$ cat src/rtl/instr_loader.sv
// instr_loader: boot-stream loader. It receives a big-endian word count, then
// 4N data bytes, then an XOR checksum byte. Data bytes are written into the
// instruction RAM one byte per write. The downstream core is released only
// after the image has loaded and its checksum has matched.
module instr_loader #(
  parameter int ADDR_WIDTH = 10
) (
  input  logic                  clock,
  input  logic                  reset,
  input  logic [7:0]            in_data,
  input  logic                  in_valid,
  output logic                  in_ready,
  input  logic                  reload,
  output logic                  imem_we,
  output logic [ADDR_WIDTH-1:0] imem_addr,
  output logic [7:0]            imem_wdata,
  output logic                  core_reset,
  output logic                  done,
  output logic                  error,
  output logic [15:0]           words_loaded
);

  // Largest word count that fits the RAM. It is kept 17 bits wide so that a
  // 16-bit header compares without overflow.
  localparam logic [16:0] MAX_WORDS = 17'((1 << ADDR_WIDTH) / 4);

  typedef enum logic [2:0] {
    S_LEN_HI, S_LEN_LO, S_DATA, S_CSUM, S_DONE, S_ERR
  } state_t;

  state_t                  state, state_next;
  logic [7:0]              len_hi;
  logic [7:0]              csum;
  logic [ADDR_WIDTH-1:0]   cnt;
  logic                    accept;
  logic [16:0]             len_in;
  logic                    len_bad;
  logic                    last_byte;

  assign in_ready  = (state != S_DONE) && (state != S_ERR);
  assign accept    = in_valid && in_ready;
  assign len_in    = {1'b0, len_hi, in_data};
  assign len_bad   = (len_in == 17'd0) || (len_in > MAX_WORDS);
  // The byte index of the final data byte is 4N-1. It is compared at 18 bits
  // so that N == MAX_WORDS does not alias to zero.
  assign last_byte = (18'(cnt) == ({words_loaded, 2'b00} - 18'd1));

  // State register
  always_ff @(posedge clock) begin
    if (reset) state <= S_LEN_HI;
    else       state <= state_next;
  end

  // Next-state logic
  always_comb begin
    state_next = state;
    case (state)
      S_LEN_HI: if (accept) state_next = S_LEN_LO;
      S_LEN_LO: if (accept) state_next = len_bad ? S_ERR : S_DATA;
      S_DATA:   if (accept && last_byte) state_next = S_CSUM;
      S_CSUM:   if (accept) state_next = (in_data == csum) ? S_DONE : S_ERR;
      S_DONE,
      S_ERR:    if (reload) state_next = S_LEN_HI;
      default:  state_next = S_LEN_HI;
    endcase
  end

  // Datapath: header latch, byte counter, checksum, and the registered RAM
  // write port. The status outputs are registered from the next state so that
  // they line up with the state register.
  always_ff @(posedge clock) begin
    if (reset) begin
      len_hi       <= '0;
      words_loaded <= '0;
      cnt          <= '0;
      csum         <= '0;
      imem_we      <= 1'b0;
      imem_addr    <= '0;
      imem_wdata   <= '0;
      core_reset   <= 1'b1;
      done         <= 1'b0;
      error        <= 1'b0;
    end else begin
      imem_we    <= 1'b0;
      core_reset <= (state_next != S_DONE);
      done       <= (state_next == S_DONE);
      error      <= (state_next == S_ERR);
      case (state)
        S_LEN_HI: if (accept) len_hi <= in_data;
        S_LEN_LO: if (accept) begin
          words_loaded <= len_in[15:0];
          cnt          <= '0;
          csum         <= '0;
        end
        S_DATA: if (accept) begin
          imem_we    <= 1'b1;
          imem_addr  <= cnt;
          imem_wdata <= in_data;
          cnt        <= cnt + 1'b1;
          csum       <= csum ^ in_data;
        end
        S_DONE,
        S_ERR: if (reload) begin
          cnt          <= '0;
          csum         <= '0;
          words_loaded <= '0;
        end
        default: ;
      endcase
    end
  end

endmodule

$ cat config.mk
export PLATFORM = sky130hd
export DESIGN_NAME = instr_loader
export DESIGN_NICKNAME = d
export VERILOG_FILES = /design/src/rtl/instr_loader.sv
export SDC_FILE = /design/constraint.sdc
export NUM_CORES = 1
export LEC_CHECK = 0
export ABC_CLOCK_PERIOD_IN_PS = 1700
export BUFFER_PORTS_ARGS = -buffer_cell sky130_fd_sc_hd__clkbuf_2
export CAP_MARGIN = 20
export CORE_MARGIN = 2
export CORE_UTILIZATION = 50
export CTS_CLUSTER_DIAMETER = 80
export CTS_CLUSTER_SIZE = 20
export DETAILED_ROUTE_END_ITERATION = 8
export PLACE_DENSITY = 0.81
export RECOVER_POWER = 25
export SLEW_MARGIN = 10
export SYNTH_ARGS = -nofsm -noshare
export SYNTH_HDL_FRONTEND = slang
export SYNTH_SLANG_ARGS = --single-unit
$ cat constraint.sdc
create_clock -name clock -period 1.7 [get_ports clock]
set_input_delay 0.17 -clock clock [delete_from_list [all_inputs] [get_ports clock]]
set_output_delay 0.17 -clock clock [all_outputs]
set_load 0.02 [all_outputs]
==> out/qor.txt, run 1 <==
I/O pins = 51
Vias in the first global route = 2,825
Final global-route overflow total = 0
Synth Net Count = 406
Pint = 2.52 mW
Die W = 82.6 µm
Routed vias = 3,118
Crit share post-route = 105%
Synth cell count leaders = nand2_1 (80), dfxtp_1 (67), a21oi_1 (58), nor2_1 (27), nand3_1 (24)
Hold Crit Class = input port to flip-flop
Area Growth Syn to Fin = 26.5%
Share of power burned in registers = 47.3%
Clock Tree Buf Depth = 2
Kind of critical path = flip-flop to flip-flop
Fill cell count = 484
Synth area leaders = dfxtp_1 (43%), nand2_1 (9.7%), a21oi_1 (9.4%)
Setup crit end kind = flip-flop
Most common cell in the netlist = nand2_1
DR vias/cell = 5.62
First-pass GRT wire length = 13.0 mm
Hpwl dp = 5.76 mm
First-pass iteration count of the detailed router = 6
GRT Overall Usage = 25.3%
Fin util = 65.6%
CTS tree = built
Initial antenna violation count = 0
Synth unique cells = 43
CTS sink count = 67
Peak VDD IR = 0.000576 V
Post-layout nets = 489
Die ar. = 6820 µm²
Syn_area_per_cell = 7.87 µm²
Number of antenna repair diodes = 0
Mapped cell area = 3090 µm²
Achievable Freq = 0.561 GHz
WHS = 0.194 ns
Slew of the pin with the lowest slew margin = 0.373 ns
Clk slew on worst S/H paths = 0.07 ns
Register area share after synthesis = 43.5%
RSZ-0062 raised after global routing = yes
Primary FF master, synth = dfxtp_1
Critical Path RT = 1.98 ns
Core ar. = 5960 µm²
Syn. warnings = 0
Clock latency on the worst-skew pair = 0.35 ns
Area occupied by multi-input gates = 1690 µm²
Outcome = complete, but fails checks
Rel. slew slack = 75.1%
Rows = 28
DRT Wirelength = 8.15 mm
Max-slew violations = 0
Crit path max fanout = 6
Pin count of the biggest net entering global routing = 28
Tmin final = 1.78 ns
Worst Clk Skew = 0.00390 ns
Worst setup SP type = flip-flop
Static Leak = 1.50 nW
Place WS = -0.0921 ns
CTS H-Tree Depth = 3
Endpoints failing hold = 0
Data arrival, critical path = 2.06 ns
Synth top area share = 43.5%
Drt wl/cell = 14.7 µm
Number of flops mapped to enable cells by yosys = 0
Synthesized flop and latch total = 67
Final Non-Filler Cells = 555
Post-synthesis instance total = 392
Post-synth top area cell = dfxtp_1
Max Cap Viol = 0
Register area = 1350 µm²
Switch share = 28.5%
Cts hold-fix bufs = 0
Count of final setup violators = 1
Layout cells sized above 1 = 23.1%
Placed insts = 535
FFs w/ async S/R, synth = 0%
Worst setup margin = -0.0831 ns
PD cells = 901 nW/µm²
Comb power frac = 19.2%
RD Place Congestion = 0.869
Initial DRC count = 360
Initial Util = 51.8%
Root buf cell = clkbuf_8
Total CTS buffers = 9
Antenna Nets Post-Route = 0
Count of buffers from port buffering = 50
Total Power = 3.52 mW
DRC Markers = 0
Failing checks = negative setup slack
Psw = 1.00 mW
Die Ht = 82.6 µm
Clk pwr share = 33.6%
cells in the final DEF (no fill, tap or decap), types with 3 or more instances in the layout:
| cell | count |
|---|---|
| nand2_1 | 80 |
| dfxtp_1 | 63 |
| a21oi_1 | 58 |
| buf_4 | 48 |
| clkbuf_1 | 29 |
| nor2_1 | 26 |
| nand3_1 | 24 |
| clkbuf_2 | 24 |
| xnor2_1 | 18 |
| nor3_1 | 14 |
| xor2_1 | 12 |
| clkbuf_8 | 11 |
| o21ai_0 | 10 |
| nand4_1 | 6 |
| inv_2 | 3 |
| and3_1 | 3 |
| or4_4 | 3 |
| inv_1 | 3 |
registers in the layout, summed over array words and instances (netlist names):
signal,flops
imem_wdata,8
csum,8
core_reset,1
len_hi,8
imem_we,1
done,1
error,1
cnt,10
words_loaded,16
imem_addr,10
state,3
metal layers:
metal	track usage, %	vias to the layer above	routed length, µm
met2	40.3	131	3760
met5	0	-	0
li1	-	1509	-
met3	4.78	24	510
met1	32.8	1454	3630
met4	12.6	0	256
per-stage QoR:
step | area (µm²) | TNS, ns
5_1_grt | 3910 | -0.110
3_3_place_gp | 3660 | -0.106
4_1_cts | 3840 | -0.0563
3_5_place_dp | 3660 | -0.160
6_report | 3910 | -0.0831
2_1_floorplan | 3100 | -0.0672
final timing paths:
check                                                  start                       endpoint  slack, ns  cells past startpoint
worst max-delay path            words_loaded[1]$_SDFFE_PP0P_            state[0]$_SDFF_PP0_      -0.08                      6
worst min-delay path                                   reset  words_loaded[10]$_SDFFE_PP0P_       0.19                      2
worst max register to register  words_loaded[1]$_SDFFE_PP0P_            state[0]$_SDFF_PP0_      -0.08                      6
worst min register to register     imem_addr[2]$_SDFFE_PP0P_      imem_addr[2]$_SDFFE_PP0P_       0.45                      2
kinds of logic after synthesis:
logic type,synth area share (%)
AOI/OAI and AO/OA,15.9
buffers and inverters,4.38
and+or+nand+nor,26.9
adders and majority gates,0.811
xor gates and xnor gates,8.51
DFF,43.5
worst max-delay path, cell delays in order (launching register included):
cell      delay, ns
dfxtp_4        0.37
or4_4          0.53
a22o_1         0.25
o221ai_2       0.14
o2111a_1       0.20
nand4_1        0.13
o21ai_1        0.10
area by class of cell:
| type | instances | share of cell area [%] |
|---|---|---|
| multi-input cells | 293 | 43.2 |
| repair buffers | 98 | 14.8 |
| flip-flops and latches | 67 | 34.6 |
| well taps | 75 | 2.40 |
| clock inverters | 2 | 0.256 |
| clock buffers | 14 | 4.17 |
| inverters | 6 | 0.577 |
power by group through the flow:
| stage | logic [mW] | clock network, mW | registers, mW |
|---|---|---|---|
| final | 0.674 | 1.18 | 1.66 |
| after global routing | 0.739 | 1.26 | 1.67 |
| after CTS | 0.618 | 1.21 | 1.66 |
| after detailed placement | 0.611 | 0 | 1.69 |
| after global placement | 0.597 | 0 | 1.69 |
| after floorplan | 0.372 | 0 | 1.71 |
what timing repair did:
item | CTS | global route
pin swaps | 3 | 8
endpoints found under the setup margin | 4 | 18
buffers inserted | 0 | 4
gates resized for setup | 3 | 16
No activity file was read; power rests on OpenSTA's default activity.
==> inputs of run 2 (changes only) <==
- ABC_CLOCK_PERIOD_IN_PS: 1700 -> not set
- CORE_ASPECT_RATIO: not set -> 1.5
==> run 2 against run 1 <==
Effect of this change:
- the flow still finishes with violations (negative setup slack)
- largest power group unchanged
- die area up 0.20%
- first-iteration DRC count down 53%
- highest routed layer unchanged
- critical path type unchanged
- largest cell class unchanged
- combinational power hardly changed
- sequential power about the same
- clock skew up 0.0042 ns
==> out/qor.txt, run 2 (synthesis results as in run 1) <==
Outcome = complete, but fails checks
Failing checks = negative setup slack
CTS H-Tree Depth = 3
Psw = 1.08 mW
Post-layout nets = 488
Core ar. = 6040 µm²
Hpwl dp = 5.92 mm
Cts hold-fix bufs = 0
Leading cell types in the layout, fill and taps excluded = nand2_1 (79), dfxtp_1 (61), a21oi_1 (58)
Drt wl/cell = 15.2 µm
Slew of the pin with the lowest slew margin = 0.348 ns
Endpoints failing hold = 0
CTS tree = built
Worst reg2reg startpoint = words_loaded[1]$_SDFFE_PP0P_
Crit path cell chain = inv_1 -> ha_1 -> nor3b_4 -> buf_4 -> a22o_1 -> o221ai_2 -> o2111a_1 -> nand4_1 -> o21ai_1
Achievable Freq = 0.560 GHz
Max Cap Viol = 0
Root buf cell = clkbuf_8
Most flop-heavy register = words_loaded
Kind of critical path = flip-flop to flip-flop
Static Leak = 1.54 nW
Biggest regs = words_loaded: 16 flops, cnt: 10 flops, imem_addr: 10 flops
Share of power burned in registers = 44.3%
Routed vias = 3,143
Die W = 68.2 µm
Switch share = 28.6%
Setup crit end kind = flip-flop
Reg2reg end = state[0]$_SDFF_PP0_
Setup TNS Final = -0.164 ns
CTS sink count = 67
Number of antenna repair diodes = 0
First-pass GRT wire length = 13.0 mm
Worst Clk Skew = 0.00811 ns
Clk pwr share = 37.8%
Final instance area = 3970 µm²
Antenna Nets Post-Route = 0
First-pass iteration count of the detailed router = 6
Rows = 35
Final global-route overflow total = 0
Rel. slew slack = 76.8%
Peak VDD IR = 0.000598 V
Tmin final = 1.79 ns
I/O pins = 51
Slowest Stage Delay on Critical Path = 0.39 ns
Hold worst-path end = state[1]$_SDFF_PP0_
Slowest CP cell = dfxtp_2
Worst setup margin = -0.0857 ns
Area Growth Syn to Fin = 28.7%
Crit path max fanout = 5
Count of final setup violators = 4
PD cells = 949 nW/µm²
Initial DRC count = 171
Fill cell count = 489
Area after DPL = 3680 µm²
DR vias/cell = 5.68
Fin util = 65.7%
Die Ht = 100 µm
Comb power frac = 17.9%
Pint = 2.69 mW
DRC Markers = 0
Reg2reg path depth = 9
Most common cell after layout, fill and taps aside = nand2_1
Layout cells sized above 1 = 25.1%
Count of buffers from port buffering = 50
Min-Delay Startpoint = reset
Worst path top cell family by delay = compound AO/OA/AOI/OAI gates
Crit share post-route = 105%
Clock Tree Buf Depth = 2
Clock latency on the worst-skew pair = 0.35 ns
Data arrival, critical path = 2.06 ns
RD Place Congestion = 0.908
Pin count of the biggest net entering global routing = 30
DRT Wirelength = 8.40 mm
Worst path bufs/invs = 2
GRT Overall Usage = 25.1%
Max-slew violations = 0
R2R Setup Slk = -0.09 ns
Worst setup SP type = flip-flop
Critical Path RT = 1.97 ns
Clk slew on worst S/H paths = 0.08 ns
Total CTS buffers = 9
Initial antenna violation count = 0
Total Power = 3.77 mW
Die ar. = 6830 µm²
Largest register FFs = 16
Hold Crit Class = input port to flip-flop
Worst Hold Depth = 2
Vias in the first global route = 2,907
RSZ-0062 raised after global routing = yes
Initial Util = 51.1%
-- run 2: cell types whose count changed in the layout (fill, tap and decap cells not counted), moves of 2 or more --
cell / before / now
buf_4: 48 / 46
clkbuf_1: 29 / 22
clkbuf_2: 24 / 28
clkbuf_8: 11 / 9
clkinv_2: 2 / 0
clkinv_4: 0 / 2
clkinvlp_4: 0 / 2
dfxtp_1: 63 / 61
dfxtp_2: 2 / 5
inv_1: 3 / 5
inv_2: 3 / 1
-- run 2: metal layers --
layer / up-vias / part of all wire [%] / routed length (µm) / global-route usage (%)
met5: - / 0 / 0 / 0
met2: 166 / 54 / 4540 / 45.0
met1: 1439 / 36 / 3030 / 27.3
li1: 1503 / - / - / -
met3: 35 / 6.2 / 521 / 6.39
met4: 0 / 3.6 / 299 / 9.85
-- run 2: timing repair --
| action | in CTS | in global routing |
|---|---|---|
| setup buffers | 0 | 1 |
| resized for setup | 5 | 15 |
| setup endpoints to repair | 10 | 26 |
| cloned | 0 | 0 |
| pin swaps | 2 | 3 |
-- run 2: through the flow --
step | hold slack [ns] | setup slack (ns) | instances
global placement | 0.444 | -0.0682 | 536
CTS | 0.0767 | -0.0679 | 552
finish | 0.0878 | -0.0857 | 553
global route | 0.0843 | -0.187 | 553
floorplan | 0.306 | -0.0672 | 392
detailed placement | 0.441 | -0.103 | 536
-- run 2: worst max-delay path by stage --
stage | startpoint | end | slack [ns] | cells after the start
after floorplan | words_loaded[0]$_SDFFE_PP0P_ | state[0]$_SDFF_PP0_ | -0.07 | 7
after global placement | in_data[4] | done$_SDFF_PP0_ | -0.07 | 7
after detailed placement | in_data[4] | done$_SDFF_PP0_ | -0.10 | 7
after CTS | words_loaded[1]$_SDFFE_PP0P_ | state[0]$_SDFF_PP0_ | -0.07 | 6
after global routing | words_loaded[1]$_SDFFE_PP0P_ | state[0]$_SDFF_PP0_ | -0.19 | 8
final | words_loaded[1]$_SDFFE_PP0P_ | state[0]$_SDFF_PP0_ | -0.09 | 9
-- run 2: worst register-to-register path, stage by stage, from the launching register on --
cell and delay (ns):
dfxtp_2 0.39, inv_1 0.06, ha_1 0.20, nor3b_4 0.18, buf_4 0.14, a22o_1 0.18
o221ai_2 0.13, o2111a_1 0.19, nand4_1 0.12, o21ai_1 0.11
-- run 2: power by group through the flow --
| stage | registers, mW | clock network [mW] | logic (mW) |
|---|---|---|---|
| 2_1_floorplan | 1.71 | 0 | 0.372 |
| 3_3_place_gp | 1.70 | 0 | 0.602 |
| 3_5_place_dp | 1.70 | 0 | 0.613 |
| 4_1_cts | 1.66 | 1.43 | 0.631 |
| 5_1_grt | 1.68 | 1.49 | 0.739 |
| 6_report | 1.67 | 1.42 | 0.675 |
-- run 2: final cells by class --
| cell class | count | area, µm² | area share, % |
|---|---|---|---|
| clock buffer | 10 | 149 | 3.75 |
| clock inverter | 6 | 71.3 | 1.80 |
| inverter | 6 | 22.5 | 0.567 |
| multi-input combinational | 293 | 1700 | 42.7 |
| sequential | 67 | 1350 | 34.0 |
| tap | 74 | 92.6 | 2.33 |
| timing repair buffer | 97 | 588 | 14.8 |
==> inputs of run 3 (changes only) <==
- CORE_UTILIZATION: 50 -> 60
- PLACE_DENSITY: 0.81 -> 0.9
- clock period: 1.7 -> 2.17 ns (I/O delays scaled with it)
==> run 3 against run 2 <==
Effect of this change:
- the run now ends clean
- setup slack better by 0.32 ns
- clock skew up 0.0038 ns
- core utilization up 4.9 points
- sequential cell count unchanged
- largest cell class unchanged
- highest routed layer unchanged
==> out/qor.txt, run 3 (synthesis results as in run 1) <==
Outcome = finished, final reports clean
Die Ht = 91.8 µm
DRT Wirelength = 7.96 mm
CTS H-Tree Depth = 3
Hold worst-path end = imem_wdata[2]$_SDFFE_PP0P_
Tmin final = 1.93 ns
Worst reg2reg startpoint = state[1]$_SDFF_PP0_
Cts hold-fix bufs = 0
Critical Path RT = 2.44 ns
Rows = 32
Number of antenna repair diodes = 0
WHS = 0.202 ns
Worst setup SP type = flip-flop
Core ar. = 5040 µm²
Worst path bufs/invs = 2
Endpoints failing hold = 0
Postcts setup bufs = 0
Clock latency on the worst-skew pair = 0.35 ns
PD cells = 777 nW/µm²
DR vias/cell = 5.83
Post_cts resized = 0
Total CTS buffers = 9
Vias in the first global route = 2,928
Place WS = 0.282 ns
Drt wl/cell = 15.6 µm
Leading cell types in the layout, fill and taps excluded = nand2_1 (80), dfxtp_1 (67), a21oi_1 (58)
Clock Tree Buf Depth = 2
CTS sink count = 67
Die W = 62.6 µm
Slowest Stage Delay on Critical Path = 0.54 ns
CTS tree = built
RD Place Congestion = 0.913
Area after DPL = 3400 µm²
Area Growth Syn to Fin = 15.5%
Pin count of the biggest net entering global routing = 26
Peak VDD IR = 0.000641 V
Biggest regs = words_loaded: 16 flops, cnt: 10 flops, imem_addr: 10 flops
Crit share post-route = 89.1%
Clk slew on worst S/H paths = 0.08 ns
Crit path max fanout = 14
Initial antenna violation count = 0
Max-slew violations = 0
Worst Clk Skew = 0.0119 ns
Achievable Freq = 0.517 GHz
Initial Util = 61.2%
Hold Crit Class = input port to flip-flop
Count of final setup violators = 0
Routed vias = 2,979
Root buf cell = clkbuf_8
Setup TNS Final = 0 ns
Die ar. = 5750 µm²
Crit path cell chain = inv_2 -> or3_1 -> buf_4 -> o21ai_0 -> nor2_1 -> nor3_1
DRC Markers = 0
Fin util = 70.7%
GRT Overall Usage = 29.3%
R2R Setup Slk = 0.24 ns
Final global-route overflow total = 0
Setup crit end kind = flip-flop
Placed insts = 495
Largest register FFs = 16
RSZ-0062 raised after global routing = no
Min-Delay Startpoint = in_data[2]
Reg2reg path depth = 6
Slew of the pin with the lowest slew margin = 0.619 ns
Worst Hold Depth = 3
Antenna Nets Post-Route = 0
Final Non-Filler Cells = 511
Reg2reg end = csum[7]$_SDFFE_PP0P_
Fill cell count = 418
Total Power = 2.77 mW
Rel. slew slack = 58.5%
First-pass iteration count of the detailed router = 5
Post-layout nets = 452
Layout cells sized above 1 = 14.2%
Most common cell after layout, fill and taps aside = nand2_1
Static Leak = 1.31 nW
First-pass GRT wire length = 13.2 mm
Count of buffers from port buffering = 50
Initial DRC count = 162
I/O pins = 51
Most flop-heavy register = words_loaded
Worst path top cell family by delay = simple AND/OR/NAND/NOR gates
Final instance area = 3560 µm²
Data arrival, critical path = 2.20 ns
Max Cap Viol = 0
Slowest CP cell = dfxtp_1
Kind of critical path = flip-flop to flip-flop
Worst setup margin = 0.236 ns
Hpwl dp = 5.79 mm
run 3: cell count changes in the layout (fill, tap and decap cells not counted), moves of 2 or more:
| cell | change |
|---|---|
| nor3b_4 | -2 |
| nor4_1 | +2 |
| clkbuf_1 | +4 |
| dfxtp_2 | -5 |
| nor3b_2 | +2 |
| dfxtp_1 | +6 |
| buf_4 | -35 |
| clkbuf_2 | -4 |
run 3: layout make-up:
class / instances / area (µm²) / share of cell area [%]
clock buffers: 9 / 124 / 3.47
clock inverters: 7 / 76.3 / 2.14
inverters: 6 / 22.5 / 0.632
multi-input cells: 293 / 1620 / 45.3
flip-flops and latches: 67 / 1340 / 37.6
well taps: 68 / 85.1 / 2.39
repair buffers: 61 / 300 / 8.42
run 3: worst max path at each step:
stage / from / endpoint / slack (ns) / depth (start not counted)
CTS: state[1]$_SDFF_PP0_ / csum[7]$_SDFFE_PP0P_ / 0.27 / 6
global placement: in_data[4] / done$_SDFF_PP0_ / 0.32 / 7
finish: state[1]$_SDFF_PP0_ / csum[7]$_SDFFE_PP0P_ / 0.24 / 6
detailed placement: in_data[4] / done$_SDFF_PP0_ / 0.28 / 7
floorplan: words_loaded[0]$_SDFFE_PP0P_ / state[0]$_SDFF_PP0_ / 0.34 / 7
global route: state[2]$_SDFF_PP0_ / csum[3]$_SDFFE_PP0P_ / 0.09 / 6
run 3: worst reg2reg max path, delay by kind of cell, from the launching register on:
family / cells / cell delay, ns
buffers and inverters: 2 / 0.36
AOI/OAI and AO/OA: 1 / 0.15
DFF: 1 / 0.54
and+or+nand+nor: 3 / 0.80
run 3: power breakdown:
| group | internal [mW] | switching (mW) | leakage (nW) |
|---|---|---|---|
| clock network | 0.535 | 0.510 | 0.0958 |
| logic | 0.156 | 0.252 | 0.672 |
| registers | 1.26 | 0.0522 | 0.542 |
run 3: per-layer routing:
layer,vias up,track usage (%),wire length [µm]
met5,-,0,0
met4,0,20.6,446
met3,38,8.10,415
met2,120,50.2,4110
met1,1387,30.8,2980
li1,1434,-,-
